$ cat src/rtl/ram_stream_reader_if.sv
// Command, RAM read-port and output-stream signals of ram_stream_reader.
// master = the reader itself, slave = the surrounding logic (command source, RAM, sink).
interface ram_stream_reader_if #(
    parameter int unsigned DATA_WIDTH = 8,
    parameter int unsigned ADDR_WIDTH = 5
);
    logic                  cmd_valid_i;
    logic                  cmd_ready_o;
    logic [ADDR_WIDTH-1:0] cmd_addr_i;
    logic [ADDR_WIDTH-1:0] cmd_len_i;
    logic                  ram_rd_o;
    logic [ADDR_WIDTH-1:0] ram_rd_addr_o;
    logic                  ram_output_reg_en_o;
    logic [DATA_WIDTH-1:0] ram_rd_data_i;
    logic [DATA_WIDTH-1:0] tdata_o;
    logic                  tvalid_o;
    logic                  tready_i;
    logic                  tlast_o;
    logic                  busy_o;

    modport master (
        input  cmd_valid_i, cmd_addr_i, cmd_len_i, ram_rd_data_i, tready_i,
        output cmd_ready_o, ram_rd_o, ram_rd_addr_o, ram_output_reg_en_o,
        output tdata_o, tvalid_o, tlast_o, busy_o
    );

    modport slave (
        output cmd_valid_i, cmd_addr_i, cmd_len_i, ram_rd_data_i, tready_i,
        input  cmd_ready_o, ram_rd_o, ram_rd_addr_o, ram_output_reg_en_o,
        input  tdata_o, tvalid_o, tlast_o, busy_o
    );
endinterface

$ cat src/rtl/ram_stream_reader.sv
// Read-side master for dual_port_ram: (addr, len) command in, valid/ready stream out.
// Optional abort_i port enabled by defining RAM_READER_ABORT_EN.
module ram_stream_reader #(
    parameter int unsigned DATA_WIDTH  = 8,
    parameter int unsigned ADDR_WIDTH  = 5,
    parameter int unsigned RAM_LATENCY = 1
) (
    input  logic clk_i,
    input  logic rst_n_i,
`ifdef RAM_READER_ABORT_EN
    input  logic abort_i,
`endif
    ram_stream_reader_if.master bus
);
    localparam int unsigned DEPTH   = RAM_LATENCY + 1;
    localparam logic [2:0]  DEPTH_C = 3'(DEPTH);

    if (RAM_LATENCY != 1 && RAM_LATENCY != 2) begin : g_bad_latency
        $error("ram_stream_reader: RAM_LATENCY must be 1 or 2");
    end

    typedef enum logic [1:0] {IDLE, ISSUE, DRAIN} state_t;

    state_t                  state;
    logic                    alive;
    logic [ADDR_WIDTH-1:0]   rd_addr;
    logic [ADDR_WIDTH-1:0]   remaining;
    logic [RAM_LATENCY-1:0]  inflight_v;
    logic [RAM_LATENCY-1:0]  inflight_last;
    logic [DATA_WIDTH-1:0]   buf_data   [DEPTH];
    logic [DATA_WIDTH-1:0]   buf_data_n [DEPTH];
    logic [DEPTH-1:0]        buf_last;
    logic [DEPTH-1:0]        buf_last_n;
    logic [2:0]              count;
    logic [2:0]              count_n;
    logic [2:0]              occ_after_pop;
    logic [2:0]              inflight_cnt;
    logic                    cmd_ready;
    logic                    pop;
    logic                    push;
    logic                    credit_ok;
    logic                    rd_fire;
    logic                    abort_now;

    always_comb begin
`ifdef RAM_READER_ABORT_EN
        abort_now = abort_i && (state != IDLE);
`else
        abort_now = 1'b0;
`endif
    end

    // Occupancy is taken after this cycle's pop so a steady stream never stalls on credit.
    always_comb begin
        cmd_ready     = alive && (state == IDLE);
        pop           = (count != 3'd0) && bus.tready_i;
        push          = inflight_v[RAM_LATENCY-1];
        occ_after_pop = count - {2'b00, pop};
        inflight_cnt  = '0;
        for (int unsigned i = 0; i < RAM_LATENCY; i++) begin
            inflight_cnt = inflight_cnt + {2'b00, inflight_v[i]};
        end
        credit_ok = (occ_after_pop + inflight_cnt + 3'd1) <= DEPTH_C;
        rd_fire   = (state == ISSUE) && credit_ok && !abort_now;
    end

    always_comb begin
        buf_data_n = buf_data;
        buf_last_n = buf_last;
        count_n    = count;
        if (pop) begin
            for (int unsigned i = 0; i + 1 < DEPTH; i++) begin
                buf_data_n[i] = buf_data[i+1];
                buf_last_n[i] = buf_last[i+1];
            end
            buf_data_n[DEPTH-1] = '0;
            buf_last_n[DEPTH-1] = 1'b0;
            count_n = count - 3'd1;
        end
        if (push) begin
            for (int unsigned i = 0; i < DEPTH; i++) begin
                if (count_n == 3'(i)) begin
                    buf_data_n[i] = bus.ram_rd_data_i;
                    buf_last_n[i] = inflight_last[RAM_LATENCY-1];
                end
            end
            count_n = count_n + 3'd1;
        end
    end

    always_ff @(posedge clk_i or negedge rst_n_i) begin
        if (!rst_n_i) begin
            state         <= IDLE;
            alive         <= 1'b0;
            rd_addr       <= '0;
            remaining     <= '0;
            inflight_v    <= '0;
            inflight_last <= '0;
            count         <= '0;
            buf_last      <= '0;
            for (int unsigned i = 0; i < DEPTH; i++) begin
                buf_data[i] <= '0;
            end
        end else begin
            alive            <= 1'b1;
            inflight_v[0]    <= rd_fire;
            inflight_last[0] <= rd_fire && (remaining == '0);
            for (int unsigned i = 1; i < RAM_LATENCY; i++) begin
                inflight_v[i]    <= inflight_v[i-1];
                inflight_last[i] <= inflight_last[i-1];
            end
            buf_data <= buf_data_n;
            buf_last <= buf_last_n;
            count    <= count_n;

            case (state)
                IDLE: begin
                    if (bus.cmd_valid_i && cmd_ready) begin
                        rd_addr   <= bus.cmd_addr_i;
                        remaining <= bus.cmd_len_i;
                        state     <= ISSUE;
                    end
                end
                ISSUE: begin
                    if (rd_fire) begin
                        rd_addr   <= rd_addr + ADDR_WIDTH'(1);
                        remaining <= remaining - ADDR_WIDTH'(1);
                        if (remaining == '0) state <= DRAIN;
                    end
                end
                DRAIN: begin
                    if (pop && buf_last[0]) state <= IDLE;
                end
                default: state <= IDLE;
            endcase

            // Abort overrides everything above: pipeline and buffer are flushed together.
            if (abort_now) begin
                state      <= IDLE;
                inflight_v <= '0;
                count      <= '0;
                buf_last   <= '0;
                for (int unsigned i = 0; i < DEPTH; i++) begin
                    buf_data[i] <= '0;
                end
            end
        end
    end

    assign bus.cmd_ready_o         = cmd_ready;
    assign bus.ram_rd_o            = rd_fire;
    assign bus.ram_rd_addr_o       = rd_addr;
    assign bus.ram_output_reg_en_o = alive;
    assign bus.tdata_o             = buf_data[0];
    assign bus.tvalid_o            = (count != 3'd0);
    assign bus.tlast_o             = buf_last[0];
    assign bus.busy_o              = (state != IDLE);

endmodule

$ cat src/flat_wrapper.sv
// flat-port wrapper written by rule: the top's interface ports become plain ports
module ram_stream_reader_flat 
#(
    parameter int unsigned DATA_WIDTH  = 8,
    parameter int unsigned ADDR_WIDTH  = 5,
    parameter int unsigned RAM_LATENCY = 1
)
  (clk_i, rst_n_i, bus_cmd_valid_i, bus_cmd_addr_i, bus_cmd_len_i, bus_ram_rd_data_i, bus_tready_i, bus_cmd_ready_o, bus_ram_rd_o, bus_ram_rd_addr_o, bus_ram_output_reg_en_o, bus_tdata_o, bus_tvalid_o, bus_tlast_o, bus_busy_o);
  ram_stream_reader_if #(.DATA_WIDTH(DATA_WIDTH), .ADDR_WIDTH(ADDR_WIDTH)) bus_i ();
  input  logic clk_i;
  input  logic rst_n_i;
  input wire logic [$bits(bus_i.cmd_valid_i)-1:0] bus_cmd_valid_i;
  input wire logic [$bits(bus_i.cmd_addr_i)-1:0] bus_cmd_addr_i;
  input wire logic [$bits(bus_i.cmd_len_i)-1:0] bus_cmd_len_i;
  input wire logic [$bits(bus_i.ram_rd_data_i)-1:0] bus_ram_rd_data_i;
  input wire logic [$bits(bus_i.tready_i)-1:0] bus_tready_i;
  output wire logic [$bits(bus_i.cmd_ready_o)-1:0] bus_cmd_ready_o;
  output wire logic [$bits(bus_i.ram_rd_o)-1:0] bus_ram_rd_o;
  output wire logic [$bits(bus_i.ram_rd_addr_o)-1:0] bus_ram_rd_addr_o;
  output wire logic [$bits(bus_i.ram_output_reg_en_o)-1:0] bus_ram_output_reg_en_o;
  output wire logic [$bits(bus_i.tdata_o)-1:0] bus_tdata_o;
  output wire logic [$bits(bus_i.tvalid_o)-1:0] bus_tvalid_o;
  output wire logic [$bits(bus_i.tlast_o)-1:0] bus_tlast_o;
  output wire logic [$bits(bus_i.busy_o)-1:0] bus_busy_o;
  assign bus_i.cmd_valid_i = bus_cmd_valid_i;
  assign bus_i.cmd_addr_i = bus_cmd_addr_i;
  assign bus_i.cmd_len_i = bus_cmd_len_i;
  assign bus_i.ram_rd_data_i = bus_ram_rd_data_i;
  assign bus_i.tready_i = bus_tready_i;
  assign bus_cmd_ready_o = bus_i.cmd_ready_o;
  assign bus_ram_rd_o = bus_i.ram_rd_o;
  assign bus_ram_rd_addr_o = bus_i.ram_rd_addr_o;
  assign bus_ram_output_reg_en_o = bus_i.ram_output_reg_en_o;
  assign bus_tdata_o = bus_i.tdata_o;
  assign bus_tvalid_o = bus_i.tvalid_o;
  assign bus_tlast_o = bus_i.tlast_o;
  assign bus_busy_o = bus_i.busy_o;
  ram_stream_reader #(.DATA_WIDTH(DATA_WIDTH), .ADDR_WIDTH(ADDR_WIDTH), .RAM_LATENCY(RAM_LATENCY)) u_core (.clk_i(clk_i), .rst_n_i(rst_n_i), .bus(bus_i));
endmodule
$ cat config.mk
export PLATFORM = sky130hd
export DESIGN_NAME = ram_stream_reader_flat
export DESIGN_NICKNAME = d
export VERILOG_FILES = /design/src/rtl/ram_stream_reader_if.sv /design/src/rtl/ram_stream_reader.sv /design/src/flat_wrapper.sv
export SDC_FILE = /design/constraint.sdc
export NUM_CORES = 1
export LEC_CHECK = 0
export CAP_MARGIN = 10
export CORE_UTILIZATION = 47
export CTS_CLUSTER_SIZE = 24
export DETAILED_ROUTE_END_ITERATION = 6
export HOLD_SLACK_MARGIN = 0.15
export PLACE_DENSITY = 0.78
export SLEW_MARGIN = 20
export SYNTH_ARGS = -nofsm -noshare
export SYNTH_HDL_FRONTEND = slang
export SYNTH_SLANG_ARGS = --single-unit
$ cat constraint.sdc
create_clock -name clk_i -period 2.8 [get_ports clk_i]
set_input_delay 0.28 -clock clk_i [delete_from_list [all_inputs] [get_ports clk_i]]
set_output_delay 0.28 -clock clk_i [all_outputs]
set_load 0.1 [all_outputs]
==> flow_metrics.tcl, run 1 <==
set metrics [dict create \
    path_clk_slew_ns 0.08 \
    skew_ns 0.00588 \
    path_cells "inv_2 > ha_4 > nor2b_4 > inv_2 > nand2_4 > inv_2 > fa_2 > inv_1 > ha_2 > nor2b_4 > nor3_4 > buf_12" \
    cts-buffers-inserted 5 \
    via_per_inst 5.88 \
    grt_use_total 0.224 \
    syn_to_final_growth_pct 24.7 \
    tightest_slew_ns 0.665 \
    detailed_place_hpwl_um 3550 \
    wl_met3_um 237 \
    mostFrequentLayoutCells "buf_4, dfrtp_1, clkdlybuf4s50_1" \
    first_pass_iters 6 \
    critPathMaxFanout 6 \
    antenna_cells 0 \
    clkLatencyLatePin_ns 0.29 \
    async_flop_share 1.00 \
    finalMaxSlewViolations 0 \
    grt_pass1_wl_um 8780 \
    crit_buf_inv 5 \
    grt_max_degree 37 \
    grt_overflow 0 \
    yosysTopAreaCell "dfrtp_1" \
    critPathRequiredTime_ns 2.52 \
    synth_edf_count 0 \
    slowest_stage "dfrtp_1" \
    wl_per_cell_um 16.3 \
    highest_layer "met4" \
    die_w_um 71.0 \
    setup_slack_ns 0.103 \
    post-place-cells 315 \
    die-area_sq_mm 0.00505 \
    slew_headroom 0.557 \
    num_rows 24 \
    finalCritPeriodShare 0.963 \
    synth_warnings 0 \
    ioPinCount 41 \
    grt_pass1_vias 1843 \
    ys_ff_latch 36 \
    fmax_mhz 371 \
    ant_nets 0 \
    core_sq_mm 0.00447 \
    dp_slack_ns 0.333 \
    cap_violations 0 \
    synth.avg_cell_area_sq_um 9.74 \
    cp-end-kind "output pin" \
    path_delay_family "adder cells" \
    yosysSeqAreaShare 0.402 \
    final_nets 306 \
    portBuffers 40 \
    yosys-top-cells-area "dfrtp_1, ha_1, mux2i_1" \
    final_cells 326 \
    via_count 1916 \
    cpMostUsedCell "inv_2" \
    setup_tns_ns 0 \
    min_period_ns 2.70 \
    cp-startpoint "u_core.count[0]" \
    syn_inst 230 \
    power_density_mw_per_mm2 1360 \
    final-setup-viol-count 0 \
    ir_drop_uv 919 \
    outcome "complete, no violations" \
    r2r_cells 13 \
    cp.depth 12 \
    cts_tree "yes" \
    drc_errors 0 \
    slowest_delay_ns 0.39 \
    drt-met1-wl_um 2450 \
    routed_wl_um 5310 \
    drt_iter0_drc 143 \
    clockBufferDepth 2 \
    synth.distinct_cells 54 \
    postLayoutCellArea_sq_mm 0.00279 \
    syn_nets 263 \
    r2r_end "u_core.bus.ram_rd_addr_o[0]" \
    antenna_found_initial 0 \
    place.gp.congestion 0.817 \
    die_height_um 71.0 \
    wl_met2_um 2500 \
    drive_gt1_frac 0.226 \
    leakage_nw 1.27 \
    final_core_util 0.624 \
    worstReg2RegStart "u_core.count[0]" \
    critical_path_class "flop to output pin" \
    clock-root-buffer "clkbuf_8" \
    start_util 0.501 \
    synth_top_cell_area_share 0.402 \
    crit_path_start_kind "flop" \
    syn_area_sq_mm 0.00224 \
    cts.sinks 36 \
    hold_class "primary input to asynchronous set/reset pin" \
    cp-endpoint "bus_ram_rd_o" \
    arrival_ns 2.42 \
    r2r_slack_ns 0.35 \
    synthFlopType "dfrtp_1" \
    htree_levels 2 \
    place_area_sq_mm 0.00268 \
    hold_viol 0 \
]
==> power by group <==
part | internal [W] | total, W | switching (W) | leakage (nW)
sequential | 0.000699 | 0.000860 | 0.000161 | 0.450
clock | 0.000174 | 0.000377 | 0.000204 | 0.0479
combinational | 0.000955 | 0.00256 | 0.00160 | 0.771
==> registers in the layout (all words and copies together) (netlist names), 2 cells and up <==
signal                    cells
u_core.remaining              5
u_core.bus.tdata_o            8
u_core.state                  2
u_core.count                  3
u_core.buf_data               8
u_core.bus.ram_rd_addr_o      5
u_core.buf_last               2
==> area by class of cell <==
cell class / instances / area (sq um)
fill: 381 / 1680
multi-input combinational: 149 / 1150
sequential: 36 / 901
timing repair buffer: 58 / 500
inverter: 23 / 86.3
clock buffer: 5 / 68.8
tap: 52 / 65.1
clock inverter: 3 / 18.8
==> per-layer routing <==
metal | vias up | GRT usage
met5 | - | 0
met4 | 0 | 0.120
met3 | 13 | 0.0470
met2 | 60 | 0.337
met1 | 931 | 0.305
li1 | 912 | -
==> through the flow <==
stage          hold WS, ns  power, W
2_1_floorplan      -0.0156   0.00277
3_3_place_gp         0.528   0.00332
3_5_place_dp         0.532   0.00338
4_1_cts              0.426   0.00377
5_1_grt              0.453   0.00401
6_report             0.409   0.00379
==> how the worst min path moves through the flow <==
stage	startpoint	to	slack (ns)	depth (start not counted)
final	rst_n_i	u_core.buf_data[6]	0.41	2
after global routing	rst_n_i	u_core.bus.tdata_o[6]	0.45	2
after CTS	rst_n_i	u_core.buf_data[4]	0.43	2
after detailed placement	u_core.inflight_last	u_core.buf_last[1]	0.53	2
after global placement	u_core.inflight_last	u_core.buf_last[1]	0.53	2
after floorplan	rst_n_i	u_core.buf_data[0]	-0.02	0
==> synth_stat cells, types with 3 or more instances <==
master / number
nand3_1: 17
o221ai_1: 3
clkbuf_1: 4
a31oi_1: 9
dfrtp_1: 36
o211ai_1: 4
o311ai_0: 3
o21ai_0: 18
nor2_1: 4
mux2i_1: 10
nand2_1: 8
nand2b_1: 4
nor4_1: 9
inv_1: 23
buf_6: 3
ha_1: 10
buf_4: 8
xnor2_1: 3
buf_2: 6
a21oi_1: 4
==> cell families after synthesis <==
kind of cell | after synthesis | share of synthesized area
XOR/XNOR | 4 | 0.0156
other | 1 | 0.00167
flip-flops | 36 | 0.402
AO/OA/AOI/OAI | 55 | 0.172
adder cells (fa/ha/maj) | 11 | 0.0648
buffers and inverters | 45 | 0.103
AND/OR/NAND/NOR | 66 | 0.187
multiplexers | 12 | 0.0547
==> timing repair <==
| action | in CTS | in global routing |
|---|---|---|
| hold buffers | 0 | 0 |
| endpoints found under the hold margin | 0 | 0 |
| setup buffers | 0 | 3 |
| gates resized for setup | 0 | 1 |
| endpoints found under the setup margin | 0 | 1 |
Power figures use the tool's default switching activity.
==> run 2, diff against run 1 <==
Settings changed: CORE_MARGIN set to 5, CTS_CLUSTER_DIAMETER set to 150.
==> flow_metrics.tcl, run 2 (same netlist as run 1, synthesis figures left out) <==
set metrics [dict create \
    outcome "complete, no violations" \
    slowest_delay_ns 0.40 \
    htree_levels 2 \
    cp-startpoint "u_core.count[0]" \
    clockBufferDepth 2 \
    place_area_sq_mm 0.00266 \
    critPathRequiredTime_ns 2.52 \
    tightest_slew_ns 0.941 \
    antenna_cells 0 \
    clock-root-buffer "clkbuf_8" \
    via_per_inst 5.89 \
    grt_max_degree 37 \
    cts.sinks 36 \
    path_cells "inv_2 > ha_4 > nor2b_4 > inv_2 > nand2_4 > inv_2 > fa_2 > inv_2 > ha_1 > nor2b_4 > nor3_4 > buf_12" \
    skew_ns 0.00533 \
    cpMostUsedCell "inv_2" \
    core_sq_mm 0.00466 \
    via_count 1926 \
    slew_headroom 0.369 \
    crit_buf_inv 5 \
    die-area_sq_mm 0.00625 \
    postLayoutCellArea_sq_mm 0.00281 \
    fill_cells 400 \
    critPathMaxFanout 3 \
    cts-buffers-inserted 5 \
    critical_path_class "flop to output pin" \
    clkLatencyLatePin_ns 0.29 \
    grt_use_total 0.173 \
    finalCritPeriodShare 0.984 \
    path_clk_slew_ns 0.07 \
    grt_overflow 0 \
    arrival_ns 2.47 \
    antenna_found_initial 0 \
    cap_violations 0 \
    place.gp.congestion 0.777 \
    mostFrequentLayoutCells "dfrtp_1, buf_4, clkdlybuf4s50_1" \
    drive_gt1_frac 0.223 \
    start_util 0.481 \
    portBuffers 40 \
    worstReg2RegStart "u_core.count[0]" \
    drc_errors 0 \
    drt-met1-wl_um 2350 \
    final_core_util 0.603 \
    grt_pass1_wl_um 8450 \
    drt_iter0_drc 164 \
    ioPinCount 41 \
    wl_met2_um 2620 \
    hold_class "primary input to asynchronous set/reset pin" \
    highest_layer "met4" \
    multi_input_area_sq_mm 0.00115 \
    rsz0062_at_grt "yes" \
    final-seq-area_sq_um 901 \
    path_delay_family "adder cells" \
    die_w_um 79.0 \
    cts_tree "yes" \
    min_period_ns 2.75 \
    final_nets 305 \
    grt_pass1_vias 1817 \
    hold_viol 0 \
    ctsHoldBuffers 0 \
    setup_tns_ns 0 \
    final-setup-viol-count 0 \
    wl_met3_um 287 \
    wl_per_cell_um 16.3 \
    die_height_um 79.0 \
    first_pass_iters 5 \
    ant_nets 0 \
    cp-end-kind "output pin" \
    routed_wl_um 5320 \
    slowest_stage "dfrtp_1" \
    num_rows 25 \
    fmax_mhz 363 \
    syn_to_final_growth_pct 25.4 \
    crit_path_start_kind "flop" \
    final_common_cell "dfrtp_1" \
    detailed_place_hpwl_um 3610 \
    finalMaxSlewViolations 0 \
]
[run 2: path summary, 6_finish.rpt]
kind,to,slack (ns),depth (start not counted)
max in group asynchronous,u_core.count[0],2.08,2
min in group clk_i,u_core.buf_last[1],0.54,2
worst min-delay path,u_core.bus.tdata_o[7],0.40,2
worst max register to register,u_core.buf_data[7],0.20,11
worst max-delay path,bus_ram_rd_o,0.05,12
worst min register to register,u_core.buf_last[1],0.54,2
[run 2: routing by layer]
layer / up-vias / GRT usage
met1: 944 / 0.226
li1: 912 / -
met5: - / 0
met2: 62 / 0.280
met3: 8 / 0.0397
met4: 0 / 0.0619
[run 2: cell type report]
class,count,share of cell area
inverters,23,0.0307
repair buffers,57,0.176
multi-input cells,149,0.409
clock inverters,3,0.0151
flip-flops and latches,36,0.321
clock buffers,5,0.0245
well taps,54,0.0241
[run 2: worst reg2reg max path: cells and delay by family (launching register included)]
kind            cells  cell delay (ns)
buf+inv             3             0.34
fa+ha+maj           2             0.34
mux                 1             0.29
compound gates      1             0.11
simple gates        4             1.06
flops               1             0.37
[run 2: timing repair]
action / 4_1_cts / 5_1_grt
endpoints found under the setup margin: 1 / 1
resized for setup: 0 / 1
pin swaps: 1 / 1
buffers inserted: 0 / 5
[run 2: stage by stage]
step,worst slack [ns],hold slack [ns],cells
finish,0.0457,0.399,327
floorplan,-0.268,-0.0156,230
CTS,0.0216,0.417,322
detailed placement,0.130,0.524,314
global route,-0.0703,0.444,327
global placement,0.264,0.522,314
Power of run 2 is left out: the tool's default activity adds up to more than one toggle a clock period on the data nets, which glitch-free logic cannot reach.
